`src/rtl/fpga_cfg_pkg.sv`:
```
// rtl/fpga_cfg_pkg.sv - shared types and helpers for the LUT configuration loader
// Contents:
//   LUT_W       width of one LUT truth table (16 for a 4-input LUT)
//   cfg_state_e loader FSM states
//   end_addr()  all-ones END marker for a given address width
package fpga_cfg_pkg;

  localparam int LUT_W = 16;

  typedef enum logic [2:0] {
    IDLE,
    ADDR,
    DATA,
    WRITE,
    CHK,
    DONE,
    ERR
  } cfg_state_e;

  // Returns a LUT_W-wide word whose low addr_w bits are set.
  function automatic logic [LUT_W-1:0] end_addr(input int unsigned addr_w);
    logic [LUT_W-1:0] r;
    r = '0;
    for (int i = 0; i < LUT_W; i++) begin
      if (i < int'(addr_w)) r[i] = 1'b1;
    end
    return r;
  endfunction

endpackage

```
`src/rtl/fpga_cfg_shreg.sv`:
```
// rtl/fpga_cfg_shreg.sv - MSB-first field deserialiser with bit counter
// Ports:
//   clk_i, rst_i   clock, synchronous active-high reset
//   shift_en_i     accept bit_i this cycle
//   clear_i        discard any partial field (has priority over shift_en_i)
//   bit_i          serial input bit
//   len_i          field length in bits (1..16)
//   word_o         field value including bit_i (valid when word_done_o)
//   word_done_o    high in the cycle the last bit of the field is accepted
module fpga_cfg_shreg
  import fpga_cfg_pkg::*;
(
  input  logic             clk_i,
  input  logic             rst_i,
  input  logic             shift_en_i,
  input  logic             clear_i,
  input  logic             bit_i,
  input  logic [4:0]       len_i,
  output logic [LUT_W-1:0] word_o,
  output logic             word_done_o
);

  logic [LUT_W-1:0] sh_q, sh_d;
  logic [4:0]       cnt_q, cnt_d;

  // The completed word is presented combinationally so the owner can latch it
  // on the same edge that accepts the final bit.
  assign word_o      = {sh_q[LUT_W-2:0], bit_i};
  assign word_done_o = shift_en_i && !clear_i && (cnt_q == len_i - 5'd1);

  always_comb begin
    sh_d  = sh_q;
    cnt_d = cnt_q;
    if (clear_i) begin
      sh_d  = '0;
      cnt_d = '0;
    end else if (shift_en_i) begin
      if (word_done_o) begin
        // Restart empty so short fields (address) read zero in unused bits.
        sh_d  = '0;
        cnt_d = '0;
      end else begin
        sh_d  = word_o;
        cnt_d = cnt_q + 5'd1;
      end
    end
  end

  always_ff @(posedge clk_i) begin
    if (rst_i) begin
      sh_q  <= '0;
      cnt_q <= '0;
    end else begin
      sh_q  <= sh_d;
      cnt_q <= cnt_d;
    end
  end

endmodule

```
`src/rtl/fpga_cfg_loader.sv`:
```
// rtl/fpga_cfg_loader.sv - serial (address, truth table) frame loader driving LUT write port
// Optional feature macro: CFG_CHECKSUM_EN (XOR checksum field after END marker).
// Parameters: NUM_LUTS (1..255), ADDR_W (frame address width, all-ones = END).
// Ports:
//   clk_i, rst_i   clock, synchronous active-high reset
//   cfg_start_i    begin/restart a session (wins over a coincident bit)
//   cfg_valid_i    cfg_bit_i valid
//   cfg_bit_i      serial config bit, MSB first
//   cfg_ready_o    bit accepted when valid & ready
//   lut_data_o     shared truth-table bus, holds last written word
//   lut_we_o       one-hot write strobe, single-cycle pulse
//   busy_o         session in progress
//   done_o         session ended cleanly (held)
//   err_o          session aborted (held)
module fpga_cfg_loader
  import fpga_cfg_pkg::*;
#(
  parameter int NUM_LUTS = 16,
  parameter int ADDR_W   = 8
) (
  input  logic                clk_i,
  input  logic                rst_i,
  input  logic                cfg_start_i,
  input  logic                cfg_valid_i,
  input  logic                cfg_bit_i,
  output logic                cfg_ready_o,
  output logic [LUT_W-1:0]    lut_data_o,
  output logic [NUM_LUTS-1:0] lut_we_o,
  output logic                busy_o,
  output logic                done_o,
  output logic                err_o
);

  localparam logic [LUT_W-1:0] END_W = end_addr(ADDR_W);

  cfg_state_e          state_q, state_d;
  logic [ADDR_W-1:0]   addr_q, addr_d;
  logic                ready_q, ready_d;
  logic                busy_q, busy_d;
  logic                done_q, done_d;
  logic                err_q, err_d;
  logic [LUT_W-1:0]    lut_data_q, lut_data_d;
  logic [NUM_LUTS-1:0] lut_we_q, lut_we_d;

  logic                shift_en;
  logic [4:0]          len;
  logic [LUT_W-1:0]    word;
  logic                word_done;
  logic [ADDR_W-1:0]   addr_word;

`ifdef CFG_CHECKSUM_EN
  logic [LUT_W-1:0]    csum_q, csum_d;
`endif

  // A start in the same cycle as a valid bit drops that bit.
  assign shift_en  = cfg_valid_i && ready_q && !cfg_start_i;
  assign len       = (state_q == ADDR) ? 5'(ADDR_W) : 5'(LUT_W);
  assign addr_word = word[ADDR_W-1:0];

  fpga_cfg_shreg u_shreg (
    .clk_i       (clk_i),
    .rst_i       (rst_i),
    .shift_en_i  (shift_en),
    .clear_i     (cfg_start_i),
    .bit_i       (cfg_bit_i),
    .len_i       (len),
    .word_o      (word),
    .word_done_o (word_done)
  );

  always_comb begin
    state_d = state_q;
    addr_d  = addr_q;
`ifdef CFG_CHECKSUM_EN
    csum_d  = csum_q;
`endif
    if (cfg_start_i) begin
      state_d = ADDR;
`ifdef CFG_CHECKSUM_EN
      csum_d  = '0;
`endif
    end else begin
      case (state_q)
        ADDR: begin
          if (word_done) begin
            addr_d = addr_word;
            if (addr_word == END_W[ADDR_W-1:0]) begin
`ifdef CFG_CHECKSUM_EN
              state_d = CHK;
`else
              state_d = DONE;
`endif
            end else if (int'(addr_word) >= NUM_LUTS) begin
              state_d = ERR;
            end else begin
              state_d = DATA;
            end
          end
        end
        DATA: begin
          if (word_done) begin
            state_d = WRITE;
`ifdef CFG_CHECKSUM_EN
            csum_d  = csum_q ^ word;
`endif
          end
        end
        WRITE: state_d = ADDR;
`ifdef CFG_CHECKSUM_EN
        CHK: begin
          if (word_done) state_d = (word == csum_q) ? DONE : ERR;
        end
`endif
        default: ;
      endcase
    end

    // Outputs are registered copies of what the next state implies, so they
    // change on the same edge as the state.
    ready_d    = (state_d == ADDR) || (state_d == DATA) || (state_d == CHK);
    busy_d     = ready_d || (state_d == WRITE);
    done_d     = (state_d == DONE);
    err_d      = (state_d == ERR);
    lut_data_d = lut_data_q;
    lut_we_d   = '0;
    // WRITE is only entered from DATA on its last bit, so word is the data.
    if (state_d == WRITE) begin
      lut_data_d = word;
      for (int i = 0; i < NUM_LUTS; i++) begin
        lut_we_d[i] = (int'(addr_q) == i);
      end
    end
  end

  always_ff @(posedge clk_i) begin
    if (rst_i) begin
      state_q    <= IDLE;
      addr_q     <= '0;
      ready_q    <= 1'b0;
      busy_q     <= 1'b0;
      done_q     <= 1'b0;
      err_q      <= 1'b0;
      lut_data_q <= '0;
      lut_we_q   <= '0;
    end else begin
      state_q    <= state_d;
      addr_q     <= addr_d;
      ready_q    <= ready_d;
      busy_q     <= busy_d;
      done_q     <= done_d;
      err_q      <= err_d;
      lut_data_q <= lut_data_d;
      lut_we_q   <= lut_we_d;
    end
  end

`ifdef CFG_CHECKSUM_EN
  always_ff @(posedge clk_i) begin
    if (rst_i) csum_q <= '0;
    else       csum_q <= csum_d;
  end
`endif

  assign cfg_ready_o = ready_q;
  assign busy_o      = busy_q;
  assign done_o      = done_q;
  assign err_o       = err_q;
  assign lut_data_o  = lut_data_q;
  assign lut_we_o    = lut_we_q;

endmodule
```
`config.mk`:
```
export PLATFORM = sky130hd
export DESIGN_NAME = fpga_cfg_loader
export DESIGN_NICKNAME = d
export VERILOG_FILES = /design/src/rtl/fpga_cfg_pkg.sv /design/src/rtl/fpga_cfg_shreg.sv /design/src/rtl/fpga_cfg_loader.sv
export SDC_FILE = /design/constraint.sdc
export NUM_CORES = 1
export LEC_CHECK = 0
export ABC_AREA = 1
export BUFFER_PORTS_ARGS = -buffer_cell sky130_fd_sc_hd__buf_2
export CORE_UTILIZATION = 48
export CTS_BUF_LIST = sky130_fd_sc_hd__clkbuf_16
export CTS_CLUSTER_DIAMETER = 100
export CTS_CLUSTER_SIZE = 14
export DETAILED_ROUTE_END_ITERATION = 7
export HOLD_SLACK_MARGIN = 0.12
export PLACE_DENSITY = 0.72
export SYNTH_ARGS = -nofsm -noshare
export SYNTH_HDL_FRONTEND = slang
export SYNTH_HIERARCHICAL = 1
export SYNTH_SLANG_ARGS = --single-unit
```
`constraint.sdc`:
```
create_clock -name clk_i -period 2.17 [get_ports clk_i]
set_clock_uncertainty 0.05 [all_clocks]
set_input_delay 0.434 -clock clk_i [delete_from_list [all_inputs] [get_ports clk_i]]
set_output_delay 0.434 -clock clk_i [all_outputs]
set_load 0.05 [all_outputs]
```
==> results by stage <==
Finish:
- 0 antenna diodes ended up in the layout.
- The library cell used most frequently in the layout, excluding fill and tap cells, is sky130_fd_sc_hd__dfxtp_1.
- The top cell types in the final layout, fill and taps aside, are sky130_fd_sc_hd__dfxtp_1, sky130_fd_sc_hd__nand2_1, sky130_fd_sc_hd__nor2_1, sky130_fd_sc_hd__buf_2, sky130_fd_sc_hd__inv_1.
- The net count of the finished layout is about 410.
- The fraction of final layout cells with drive strength greater than 1 is between 30% and 40%.
- Fill cells in the final layout number around 460.
- Summing all multi-input logic gate instances after layout gives 1361 um^2.
- Relative to the synthesized area, the layout overhead comes to 33.13%.
- The sequential cell area is between 1000 and 1500 um^2.

CTS:
- The later-pin clock latency in the skew report is ~0.33 ns.
- The clock transition at the registers of the reported paths is 0.06 ns.
- CTS placed an instance of sky130_fd_sc_hd__clkbuf_16 at the clock tree root.
- The clock passes through at most 2 buffers.
- The clock tree from TritonCTS is done.
- The total number of H-tree levels is 3.
- The number of CTS-inserted buffers is 9.
- Counting every sink on the clock net gives 67.
- The hold buffer count at cts is 0.

Worst setup path:
- The worst path buffer plus inverter count is 3.
- The startpoint class of the critical path is a flip-flop.
- The data required time of the critical path is roughly 2.4 ns.
- Of all nets on the critical path, the largest fanout is 8.
- The timing endpoint of the critical path is lut_we_o[13]$_SDFF_PP0_.
- Among the stages of the critical path, the cell type that occurs most often is sky130_fd_sc_hd__inv_2.
- The register-to-register setup slack is -0.06 ns.
- The worst setup path is captured at a flip-flop.
- The startpoint identified for the worst register-to-register timing path is state_q[2]$_SDFF_PP0_.
- The first element of the critical path is state_q[2]$_SDFF_PP0_.
- The endpoint identified for the worst register-to-register timing path is lut_we_o[13]$_SDFF_PP0_.
- For the worst flop-to-flop path, the logic depth is 15.
- The cell type group with the largest total delay on the critical path is simple AND/OR/NAND/NOR gates.
- Traced cell by cell, the critical path runs through inv_2 -> nand2_4 -> nor2_4 -> nor2_2 -> nand2_1 -> nand3_2 -> a21oi_2 -> nand2_2 -> inv_2 -> inv_2 -> nor2_4 -> nand2_2 -> a21oi_4 -> nand4_2 -> nor3_1.
- For this run, the slowest stage of the critical path takes around 0.32 ns.
- STA puts the critical path data arrival time at 2.41 ns.
- The type of the setup path with the least slack is reg -> reg.
- The logic depth of the worst path, buffers included is 15.
- The cell with the biggest individual delay on the critical path is sky130_fd_sc_hd__dfxtp_2.

Floorplan:
- The initial utilization of the core area, before any placement, comes to ~50%.
- During I/O placement, the number of pins put on the boundary was 41.
- The die width is slightly below 80 um.
- The y dimension of the die is between 70 and 80 um.
- The floorplan step defined a die boundary enclosing 6002 um^2.
- The site row count is 27.
- After floorplanning, the core was sized to cover ~5500 um^2.

Min path:
- The path category of the worst min-delay check is in -> reg.
- Counting instances, the worst hold path has a depth of 2.

GRT:
- The initial antenna violation count came to 0.
- The wire length of the first global-routing pass is roughly 9500 um.
- The via count of the first global-routing pass came to around 2100.
- The total congestion overflow is 0.
- Entering global routing, the biggest net connects between 40 and 50 pins.
- In the global route stage, overall resource usage came out at 20.46%.

Placement:
- The detailed placement HPWL is roughly 3700 um.
- Input and output buffers added on the ports amount to 40.
- The worst setup slack after placement is -0.07630 ns.
- The routability-driven placement congestion ratio is 0.8020.

Job:
- The total of max-cap violations is 0.

Routing:
- The routed via count divided by cell count is approximately 5.0.
- In the final routed layout, each cell accounts on average for around 13 um.
- The via count is 2404.
- Before antenna repair, the detailed router went through 4 iterations.
- The DRC violation count after routing is 0.
- The remaining antenna violation count after routing is 0.
- The wire length after detailed routing is roughly 6100 um.
- The starting DRC count in detailed routing is approximately 110.

Yosys:
- The area share of xor/xnor cells in the synthesized design is between 1 and 1.5%.
- The number of different library cells used by synthesis comes to 29.
- Yosys printed 6 warnings.
- A synthesized cell averages around 8.2 um^2.
- The number of synthesized flops with an enable pin is 0.
- The combinational family with the most area after synthesis is simple AND/OR/NAND/NOR gates.
- The most used flip-flop cell after synthesis is sky130_fd_sc_hd__dfxtp_1.
- The post-synthesis adder-cell area fraction is less than 1%.
- In the synthesized netlist, mux cells make up 5.858% of the area.
- In this run the cell area of the synthesized design comes to between 2000 and 3000 um^2.
- Synthesis produced about 340 cells.
- After Yosys synthesis, and, or, nand and nor cells account for a little under a third of the synthesized area.
- The compound-gate portion of the synthesized area is between 4 and 5%.
- After synthesis the netlist holds a flip-flop and latch count of 67.
- For this run, asynchronously set or reset flops after synthesis account for 0%.
- Summing the sequential cell areas from Yosys gives about half of the chip area.

Timing:
- Setup violations remaining at the end of the flow were counted as 16.
- Subtracting the final worst setup slack from the clock period gives ~2.2 ns.
- Setup repair after global routing could not meet its margin everywhere.
- Setup slack on the critical path of the routed design comes to -0.05578 ns.
- After layout, the worst path uses 102.6% of the clock period.
- The count of pins over their slew limit came to 0.
- The slew at the pin closest to its max-slew limit is 0.6773 ns.
- The max-slew headroom at the worst pin is 54.43%.
- The number of hold-slack violations in the final timing report came to 0.
- For this run, the top clock speed supported by timing is about 450 MHz.

Power:
- Of the total power, combinational logic draws 8.1%.
- Of the total power, the clock network draws between 50% and 60%.
- In this run switching power makes up roughly a quarter of total power.
- The relative contribution of sequential cells to total power is between 40% and 50%.
- The maximum resistive drop on vdd is ~0.48 mV.
- The leakage dissipation is 0.001612 uW.
- The final total power is approximately 3100 uW.
- The reported net switching power is between 700 and 800 uW.
- Power spread over the standard cell area amounts to between 800 and 900 nW/um^2.
- The internal power of the cells totals about 2300 uW.

Status:
- The final reports fail on negative setup slack.
- The flow ran to the end, but the final reports show violations.
-- flip-flops by register name, indices dropped and copies added (netlist names) --
| register | flops |
|---|---|
| state_q | 3 |
| lut_data_o | 16 |
| u_shreg/sh_q | 15 |
| lut_we_o | 16 |
| cfg_ready_o | 1 |
| busy_o | 1 |
| u_shreg/cnt_q | 5 |
| err_o | 1 |
| addr_q | 8 |
| done_o | 1 |
-- worst min path at each step --
stage,start,endpoint,slack (ns)
after floorplan,u_shreg/sh_q[14]$_SDFFE_PP0P_,lut_data_o[15]$_SDFFE_PP0N_,0.40
after CTS,rst_i,state_q[0]$_SDFF_PP0_,0.32
after detailed placement,lut_data_o[2]$_SDFFE_PP0N_,lut_data_o[2]$_SDFFE_PP0N_,0.41
after global placement,lut_data_o[11]$_SDFFE_PP0N_,lut_data_o[11]$_SDFFE_PP0N_,0.40
after global routing,rst_i,state_q[0]$_SDFF_PP0_,0.32
final,rst_i,state_q[1]$_SDFF_PP0_,0.34
-- cell usage after synthesis, types with 4 or more instances --
| cell | number | area (um^2) |
|---|---|---|
| sky130_fd_sc_hd__dfxtp_1 | 67 | 1341 |
| sky130_fd_sc_hd__nand2_2 | 5 | 31.28 |
| sky130_fd_sc_hd__buf_4 | 4 | 30.03 |
| sky130_fd_sc_hd__mux2i_1 | 16 | 160.2 |
| sky130_fd_sc_hd__clkbuf_1 | 6 | 22.52 |
| sky130_fd_sc_hd__a21oi_1 | 8 | 40.04 |
| sky130_fd_sc_hd__nor3_1 | 17 | 85.08 |
| sky130_fd_sc_hd__o21ai_0 | 8 | 40.04 |
| sky130_fd_sc_hd__nand2_1 | 60 | 225.2 |
| sky130_fd_sc_hd__inv_2 | 4 | 15.01 |
| sky130_fd_sc_hd__nor2_1 | 46 | 172.7 |
| sky130_fd_sc_hd__nand4_1 | 17 | 106.4 |
| sky130_fd_sc_hd__nand3_1 | 29 | 145.1 |
| sky130_fd_sc_hd__inv_1 | 24 | 90.09 |
-- area by class of cell --
class	instances	area share (%)
clock buffer	9	6.188
clock inverter	7	2.750
inverter	28	2.888
multi-input combinational	234	37.40
sequential	67	36.99
tap	72	2.475
timing repair buffer	62	11.31
-- through the flow --
stage	hold WS [ns]	setup TNS [ns]	cells	instance area, um^2	utilization, %
2_1_floorplan	0.3957	0	343	2765	-
3_3_place_gp	0.4035	-0.4091	456	3104	56.37
3_5_place_dp	0.4066	-1.383	456	3104	56.37
4_1_cts	0.3203	-0.07150	474	3457	62.78
5_1_grt	0.3208	-5.298	479	3640	66.10
6_report	0.3366	-0.4084	479	3640	66.10
-- layer usage --
| layer | wire length (um) | part of all wire (%) | vias up | track usage, % |
|---|---|---|---|---|
| met2 | 2859 | 47 | 48 | 31.15 |
| li1 | - | - | 1238 | - |
| met5 | 0 | 0 | - | 0 |
| met3 | 249 | 4.1 | 9 | 4.235 |
| met4 | 99 | 1.6 | 0 | 12.45 |
| met1 | 2845 | 47 | 1109 | 26.53 |
-- power groups by stage --
stage | combinational, uW | clock (uW) | sequential (uW)
2_1_floorplan | 134 | 0 | 1300
3_3_place_gp | 212 | 0 | 1280
3_5_place_dp | 213 | 0 | 1280
4_1_cts | 218 | 1590 | 1250
5_1_grt | 268 | 1650 | 1250
6_report | 247 | 1560 | 1250
-- kinds of logic after synthesis --
group	Yosys count
simple gates	183
flops	67
buf+inv	43
compound gates	19
mux	16
xor+xnor	4
fa+ha+maj	2
other cells	1
-- timing repair --
item,in CTS,in global routing
buffers inserted,2,3
gates cloned,0,2
gates resized for setup,6,28
setup endpoints to repair,36,44
pin swaps,4,19
Power figures use the tool's default switching activity.
